$ cat src/rtl/valve_drive_pkg.sv
// Shared types and defaults for the valve drive scheduler and its per-channel sequencers.
package valve_drive_pkg;

  typedef enum logic [1:0] {
    CH_OFF   = 2'd0,
    CH_WAIT  = 2'd1,
    CH_BOOST = 2'd2,
    CH_HOLD  = 2'd3
  } ch_state_e;

  localparam int CH_NUM_DEFAULT       = 48;
  localparam int BOOST_CYCLES_DEFAULT = 20000;
  localparam int MAX_BOOST_DEFAULT    = 4;
  localparam int BOOST_CNT_W          = 16;

  // Index arithmetic for the round-robin search: (base + offset) mod modulus, offset < modulus.
  function automatic int wrap_add(input int base, input int offset, input int modulus);
    int sum;
    sum = base + offset;
    return (sum >= modulus) ? sum - modulus : sum;
  endfunction

endpackage

$ cat src/rtl/valve_channel_fsm.sv
// One valve channel: OFF/WAIT/BOOST/HOLD sequencer with pull-in counter and registered hv/lv drives.
module valve_channel_fsm
  import valve_drive_pkg::*;
#(
  parameter int BOOST_CYCLES = BOOST_CYCLES_DEFAULT,
  parameter bit DIRECT_BOOST = 1'b0
) (
  input  logic sys_clk,
  input  logic rst_n,
  input  logic set,
  input  logic clear,
  input  logic grant,
  output logic waiting,
  output logic boost_done,
  output logic in_boost,
  output logic hv,
  output logic lv
);

  localparam logic [BOOST_CNT_W-1:0] BOOST_LOAD = BOOST_CNT_W'(BOOST_CYCLES - 1);

  ch_state_e              state, state_nxt;
  logic [BOOST_CNT_W-1:0] boost_cnt, boost_cnt_nxt;

  always_comb begin
    state_nxt     = state;
    boost_cnt_nxt = boost_cnt;
    if (clear) begin
      state_nxt     = CH_OFF;
      boost_cnt_nxt = '0;
    end else begin
      case (state)
        CH_OFF: begin
          if (set) begin
            if (DIRECT_BOOST) begin
              state_nxt     = CH_BOOST;
              boost_cnt_nxt = BOOST_LOAD;
            end else begin
              state_nxt = CH_WAIT;
            end
          end
        end
        CH_WAIT: begin
          if (grant) begin
            state_nxt     = CH_BOOST;
            boost_cnt_nxt = BOOST_LOAD;
          end
        end
        CH_BOOST: begin
          if (boost_cnt == '0) begin
            state_nxt = CH_HOLD;
          end else begin
            boost_cnt_nxt = boost_cnt - BOOST_CNT_W'(1);
          end
        end
        CH_HOLD: state_nxt = CH_HOLD;
        default: state_nxt = CH_OFF;
      endcase
    end
  end

  // hv/lv are decoded from the next state so the pins come straight off flops.
  always_ff @(posedge sys_clk or negedge rst_n) begin
    if (!rst_n) begin
      state     <= CH_OFF;
      boost_cnt <= '0;
      hv        <= 1'b0;
      lv        <= 1'b0;
    end else begin
      state     <= state_nxt;
      boost_cnt <= boost_cnt_nxt;
      hv        <= (state_nxt == CH_BOOST);
      lv        <= (state_nxt == CH_HOLD);
    end
  end

  assign waiting    = (state == CH_WAIT);
  assign in_boost   = (state == CH_BOOST);
  assign boost_done = in_boost && (boost_cnt == '0) && !clear;

endmodule

$ cat src/rtl/valve_drive_scheduler.sv
// Valve pull-in/hold scheduler with a global pull-in cap and round-robin slot arbiter.
// Define VALVE_BOOST_LIMIT_EN to enable the cap/arbiter; otherwise opened valves boost at once.
module valve_drive_scheduler
  import valve_drive_pkg::*;
#(
  parameter int CH_NUM       = CH_NUM_DEFAULT,
  parameter int BOOST_CYCLES = BOOST_CYCLES_DEFAULT,
  parameter int MAX_BOOST    = MAX_BOOST_DEFAULT
) (
  input  logic                         sys_clk,
  input  logic                         rst_n,
  input  logic                         cmd_valid,
  input  logic [CH_NUM-1:0]            cmd_data,
  output logic [CH_NUM-1:0]            signal_high_voltage,
  output logic [CH_NUM-1:0]            signal_low_voltage,
  output logic [$clog2(CH_NUM+1)-1:0]  boost_active_cnt
);

  localparam int CNT_W = $clog2(CH_NUM + 1);

  if (CH_NUM < 2 || BOOST_CYCLES < 1 || BOOST_CYCLES > 65535 ||
      MAX_BOOST < 1 || MAX_BOOST > CH_NUM) begin : g_param_check
    $error("valve_drive_scheduler: parameter out of legal range");
  end

  logic [CH_NUM-1:0] ch_set, ch_clear, ch_grant;
  logic [CH_NUM-1:0] ch_wait, ch_done, ch_boost;
  logic [CH_NUM-1:0] start_vec;
  logic [CNT_W-1:0]  cnt_nxt;

  assign ch_set   = {CH_NUM{cmd_valid}} & cmd_data;
  assign ch_clear = {CH_NUM{cmd_valid}} & ~cmd_data;

`ifdef VALVE_BOOST_LIMIT_EN
  localparam bit DIRECT_BOOST = 1'b0;
  localparam int PTR_W        = $clog2(CH_NUM);

  logic [PTR_W-1:0] rr_ptr, grant_idx, cand;
  logic             grant_found, grant_ok;

  always_comb begin
    grant_found = 1'b0;
    grant_idx   = '0;
    cand        = '0;
    for (int i = 0; i < CH_NUM; i++) begin
      cand = PTR_W'(wrap_add(int'(rr_ptr), i, CH_NUM));
      if (!grant_found && ch_wait[cand]) begin
        grant_found = 1'b1;
        grant_idx   = cand;
      end
    end
  end

  // A clear landing on the selected channel cancels this cycle's grant outright.
  assign grant_ok = grant_found && (boost_active_cnt < CNT_W'(MAX_BOOST)) && !ch_clear[grant_idx];

  always_comb begin
    ch_grant = '0;
    if (grant_ok) begin
      ch_grant[grant_idx] = 1'b1;
    end
  end

  assign start_vec = ch_grant;

  always_ff @(posedge sys_clk or negedge rst_n) begin
    if (!rst_n) begin
      rr_ptr <= '0;
    end else if (grant_ok) begin
      rr_ptr <= (int'(grant_idx) == CH_NUM - 1) ? '0 : grant_idx + PTR_W'(1);
    end
  end
`else
  localparam bit DIRECT_BOOST = 1'b1;

  assign ch_grant  = '0;
  // Channels in OFF (not waiting, boosting or holding) start pull-in directly on open.
  assign start_vec = ch_set & ~(ch_wait | ch_boost | signal_low_voltage);
`endif

  assign cnt_nxt = CNT_W'(int'(boost_active_cnt) + $countones(start_vec)
                          - $countones(ch_done | (ch_boost & ch_clear)));

  always_ff @(posedge sys_clk or negedge rst_n) begin
    if (!rst_n) begin
      boost_active_cnt <= '0;
    end else begin
      boost_active_cnt <= cnt_nxt;
    end
  end

  for (genvar i = 0; i < CH_NUM; i++) begin : g_ch
    valve_channel_fsm #(
      .BOOST_CYCLES (BOOST_CYCLES),
      .DIRECT_BOOST (DIRECT_BOOST)
    ) u_ch (
      .sys_clk    (sys_clk),
      .rst_n      (rst_n),
      .set        (ch_set[i]),
      .clear      (ch_clear[i]),
      .grant      (ch_grant[i]),
      .waiting    (ch_wait[i]),
      .boost_done (ch_done[i]),
      .in_boost   (ch_boost[i]),
      .hv         (signal_high_voltage[i]),
      .lv         (signal_low_voltage[i])
    );
  end

endmodule
$ cat config.mk
export PLATFORM = sky130hd
export DESIGN_NAME = valve_drive_scheduler
export DESIGN_NICKNAME = d
export VERILOG_FILES = /design/src/rtl/valve_drive_pkg.sv /design/src/rtl/valve_channel_fsm.sv /design/src/rtl/valve_drive_scheduler.sv
export SDC_FILE = /design/constraint.sdc
export NUM_CORES = 2
export LEC_CHECK = 0
export ABC_AREA = 1
export CORE_MARGIN = 10
export CORE_UTILIZATION = 40
export CTS_CLUSTER_DIAMETER = 200
export DETAILED_ROUTE_END_ITERATION = 8
export GPL_TIMING_DRIVEN = 1
export PLACE_DENSITY = 0.52
export SYNTH_ARGS = -nofsm -noshare
export SYNTH_HDL_FRONTEND = slang
export SYNTH_HIERARCHICAL = 1
export SYNTH_SLANG_ARGS = --single-unit
$ cat constraint.sdc
create_clock -name sys_clk -period 9.42 [get_ports sys_clk]
set_clock_uncertainty 0.05 [all_clocks]
set_input_delay 1.884 -clock sys_clk [delete_from_list [all_inputs] [get_ports sys_clk]]
set_output_delay 1.884 -clock sys_clk [all_outputs]
set_load 0.02 [all_outputs]
==> results.md <==
- XOR/XNOR Fraction of Synth Area: 0.03790
- Number of nets in the layout: 9767
- Post-layout util: 0.4528
- Routed wire length: 167400 um
- Setup CP Type: in2reg
- Most frequent cell after synthesis: nand2_1
- Syn_area_per_cell: 7.344 sq um
- Wirelength per Cell: 14.10 um
- Tmin final: 8397 ps
- Slew @ Worst Pin: 941.7 ps
- Endpoints failing setup: 0
- Slowest stage delay, CP: 540 ps
- Final hold violations: 0
- Post-cts sizing count: 0
- PwrDens: 441.0 nW/um^2
- Top cells by area, synth: dfrtp_1 (36%), nand2_1 (14%), nor2_1 (7.2%), inv_1 (5.9%), nand3_1 (4.0%)
- Crit path depth: 29
- Sequential-to-total area share from yosys stat: 0.3595
- Min Hold Slack: 464.7 ps
- R2r setup slk: 2040 ps
- Antenna violations before repair: 15
- CP Launch Type: input port
- Die height: 430.0 um
- Worst Setup EP: boost_active_cnt[5]
- LEAKAGE: 37.81 nW
- Reg2reg start: g_ch[11].u_ch/boost_cnt[0]
- First-pass GRT wire length: 279800 um
- CTS root buf: clkbuf_16
- Routed vias: 55980
- Arr. time, crit path: 8990 ps
- YS warnings: 6
- HP Class: reg2reg
- Initial DRC Count: 3026
- Syn-to-layout area delta: 12.61%
- Slew HR: 0.3722
- Reg clk slew, reported paths: 60 ps
- Max frequency: 119.1 MHz
- Worst skew pair latency: 760 ps
- Post-synthesis adder-cell area fraction: 0.03904
- GRT Overall Usage: 0.1801
- Vias in the first global route: 53980
- Mapped cell area: 67240 sq um
- #FFs+latches synth: 966
- Max cap viols: 0
- Largest area contributor in the netlist: dfrtp_1
- RSZ-0062 raised after global routing: no
- Worst Path Buf+Inv: 8
- Cell mode on critical path: fa_1
- CP top delay family: adder cells
- Crit-path slowest cell: fa_1
- Die area: 184900 sq um
- H-tree depth: 3
- Vias/cell: 4.717
- Area share of the leading cell type in the synthesized netlist: 0.3595
- Net Switching: 0.01633 W
- Placed cells: 11640
- Post-DP HPWL: 125700 um
- Starting Density: 0.4021
- Worst VDD drop: 0.003076 V
- Status: complete, no violations
- Post-synthesis simple-gate area fraction: 0.3998
- Layout cells sized above 1: 0.1445
- Clock sinks: 966
- Sequential share of power: 0.226
- Core Area: 167200 sq um
- Share of the clock period used by the worst path: 0.8913
- Mux cell area share after synthesis: 0
- Ys async rst share: 1.000
- PortBufs: 152
- RePlAce Congestion: 0.8559
- Post-synth EDFFs: 0
- CP required: 10020 ps
- Syn Inst Count: 9156
- Worst R2R End: boost_active_cnt[5]
- First drt pass iteration count: 7
- Post-synth top cells: nand2_1 (2594), nor2_1 (1283), inv_1 (1056)
- Final slew viol count: 0
- Number of remaining DRC errors: 0
- Largest family of logic cells by synthesized area: simple AND/OR/NAND/NOR gates
- Fin cells: 11870
- CTS Buf Count: 121
- Die Wd: 430.0 um
- DP Area: 71470 sq um
- Setup TNS: 0 ps
- Critical Path End Type: register
- Reg2Reg Depth: 27
- Cell internal pwr: 0.01706 W
- Critical Path Source: cmd_valid
- Count of different cell masters after synthesis: 33
- Total gr overflow: 0
- CTS tree: yes
- Final instance area: 75720 sq um
- Total setup buffers inserted after CTS: 0
- Pin count of the biggest net entering global routing: 156
- Worst-case clock buffer depth: 3
- Rows: 150
- Clock share of power: 0.148
- Io pins: 153
- Sw frac: 0.4890
- CTS hold repair buffers: 0
- Ys flop type: dfrtp_1
- Post-DRT Antenna Nets: 0
- Compound-cell area share of the yosys netlist: 0.07696
- Crit-path max FO: 12
- Combinational share of power: 0.626
-- worst min-delay path: stages, from the launching register on --
cell	delay, ps
dfrtp_1	360
nand2_1	60
o21ai_1	60
-- per-stage QoR --
| stage | power (W) | worst slack (ps) |
|---|---|---|
| final | 0.03339 | 1024 |
| after global routing | 0.03658 | 791.4 |
| after CTS | 0.03388 | 1047 |
| after detailed placement | 0.02881 | 212.1 |
| after global placement | 0.02842 | 241.9 |
| after floorplan | 0.02418 | 887.0 |
-- kinds of logic after synthesis --
family	after synthesis
AO/OA/AOI/OAI	914
XOR/XNOR	291
adder cells (fa/ha/maj)	157
buffers and inverters	1300
flip-flops	966
other	1
AND/OR/NAND/NOR	5527
-- placed cells by master, fill, tap and decap left out, types with 88 or more instances in the layout --
| master | netlist | layout |
|---|---|---|
| nand3b_1 | 144 | 144 |
| inv_1 | 1056 | 1056 |
| inv_2 | 102 | 101 |
| o21ai_1 | 176 | 176 |
| nor2_4 | 97 | 97 |
| nand2_2 | 383 | 383 |
| o21ai_0 | 400 | 400 |
| clkbuf_16 | 0 | 126 |
| nand2_1 | 2594 | 2594 |
| conb_1 | 1 | 144 |
| dfrtp_1 | 966 | 966 |
| clkdlybuf4s50_1 | 0 | 150 |
| nand3_1 | 544 | 544 |
| xor2_1 | 242 | 242 |
| a21oi_1 | 146 | 146 |
| nor2_1 | 1283 | 1283 |
| fa_1 | 88 | 88 |
| nand3_2 | 96 | 96 |
| o21ai_2 | 96 | 96 |
| nor2_2 | 116 | 116 |
-- sequential cells by signal (all words and copies together), names as in the netlist --
register	count
g_ch.u_ch/state	96
boost_active_cnt	6
g_ch.u_ch/lv	48
g_ch.u_ch/boost_cnt	768
g_ch.u_ch/hv	48
-- power by group through the flow --
stage / registers [W] / logic, W / clock network [W]
final: 0.00755 / 0.0209 / 0.00494
after global routing: 0.00779 / 0.0235 / 0.00529
after CTS: 0.00756 / 0.0212 / 0.00513
after detailed placement: 0.00759 / 0.0212 / 0
after global placement: 0.00761 / 0.0208 / 0
after floorplan: 0.00737 / 0.0168 / 0
-- routing by layer --
metal  vias up  track usage  routed length [um]  part of all wire
met5         -            0                  66           0.00039
met4        10      0.05674                5623             0.034
met3       244      0.02711                5479             0.033
met2       603       0.3025               77620              0.46
met1     25800       0.2375               78610              0.47
li1      29320            -                   -                 -
-- worst min-delay path by stage --
stage                                     from                          to  slack [ps]  depth (start not counted)
floorplan            g_ch[5].u_ch/boost_cnt[0]   g_ch[5].u_ch/boost_cnt[0]         420                          2
global placement     g_ch[0].u_ch/boost_cnt[1]   g_ch[0].u_ch/boost_cnt[1]         450                          2
detailed placement  g_ch[17].u_ch/boost_cnt[1]  g_ch[17].u_ch/boost_cnt[1]         450                          2
CTS                 g_ch[17].u_ch/boost_cnt[1]  g_ch[17].u_ch/boost_cnt[1]         470                          2
global route        g_ch[26].u_ch/boost_cnt[0]  g_ch[26].u_ch/boost_cnt[0]         490                          2
finish              g_ch[17].u_ch/boost_cnt[1]  g_ch[17].u_ch/boost_cnt[1]         460                          2
-- area by class of cell --
| cell class | instances | area (sq um) |
|---|---|---|
| antenna | 4 | 10.01 |
| clock buffer | 175 | 3597 |
| clock inverter | 50 | 645.6 |
| fill | 16970 | 91500 |
| inverter | 1242 | 4822 |
| multi-input combinational | 7033 | 37780 |
| sequential | 966 | 24170 |
| tap | 2204 | 2758 |
| timing repair buffer | 195 | 1934 |
No activity file was read; power rests on OpenSTA's default activity.
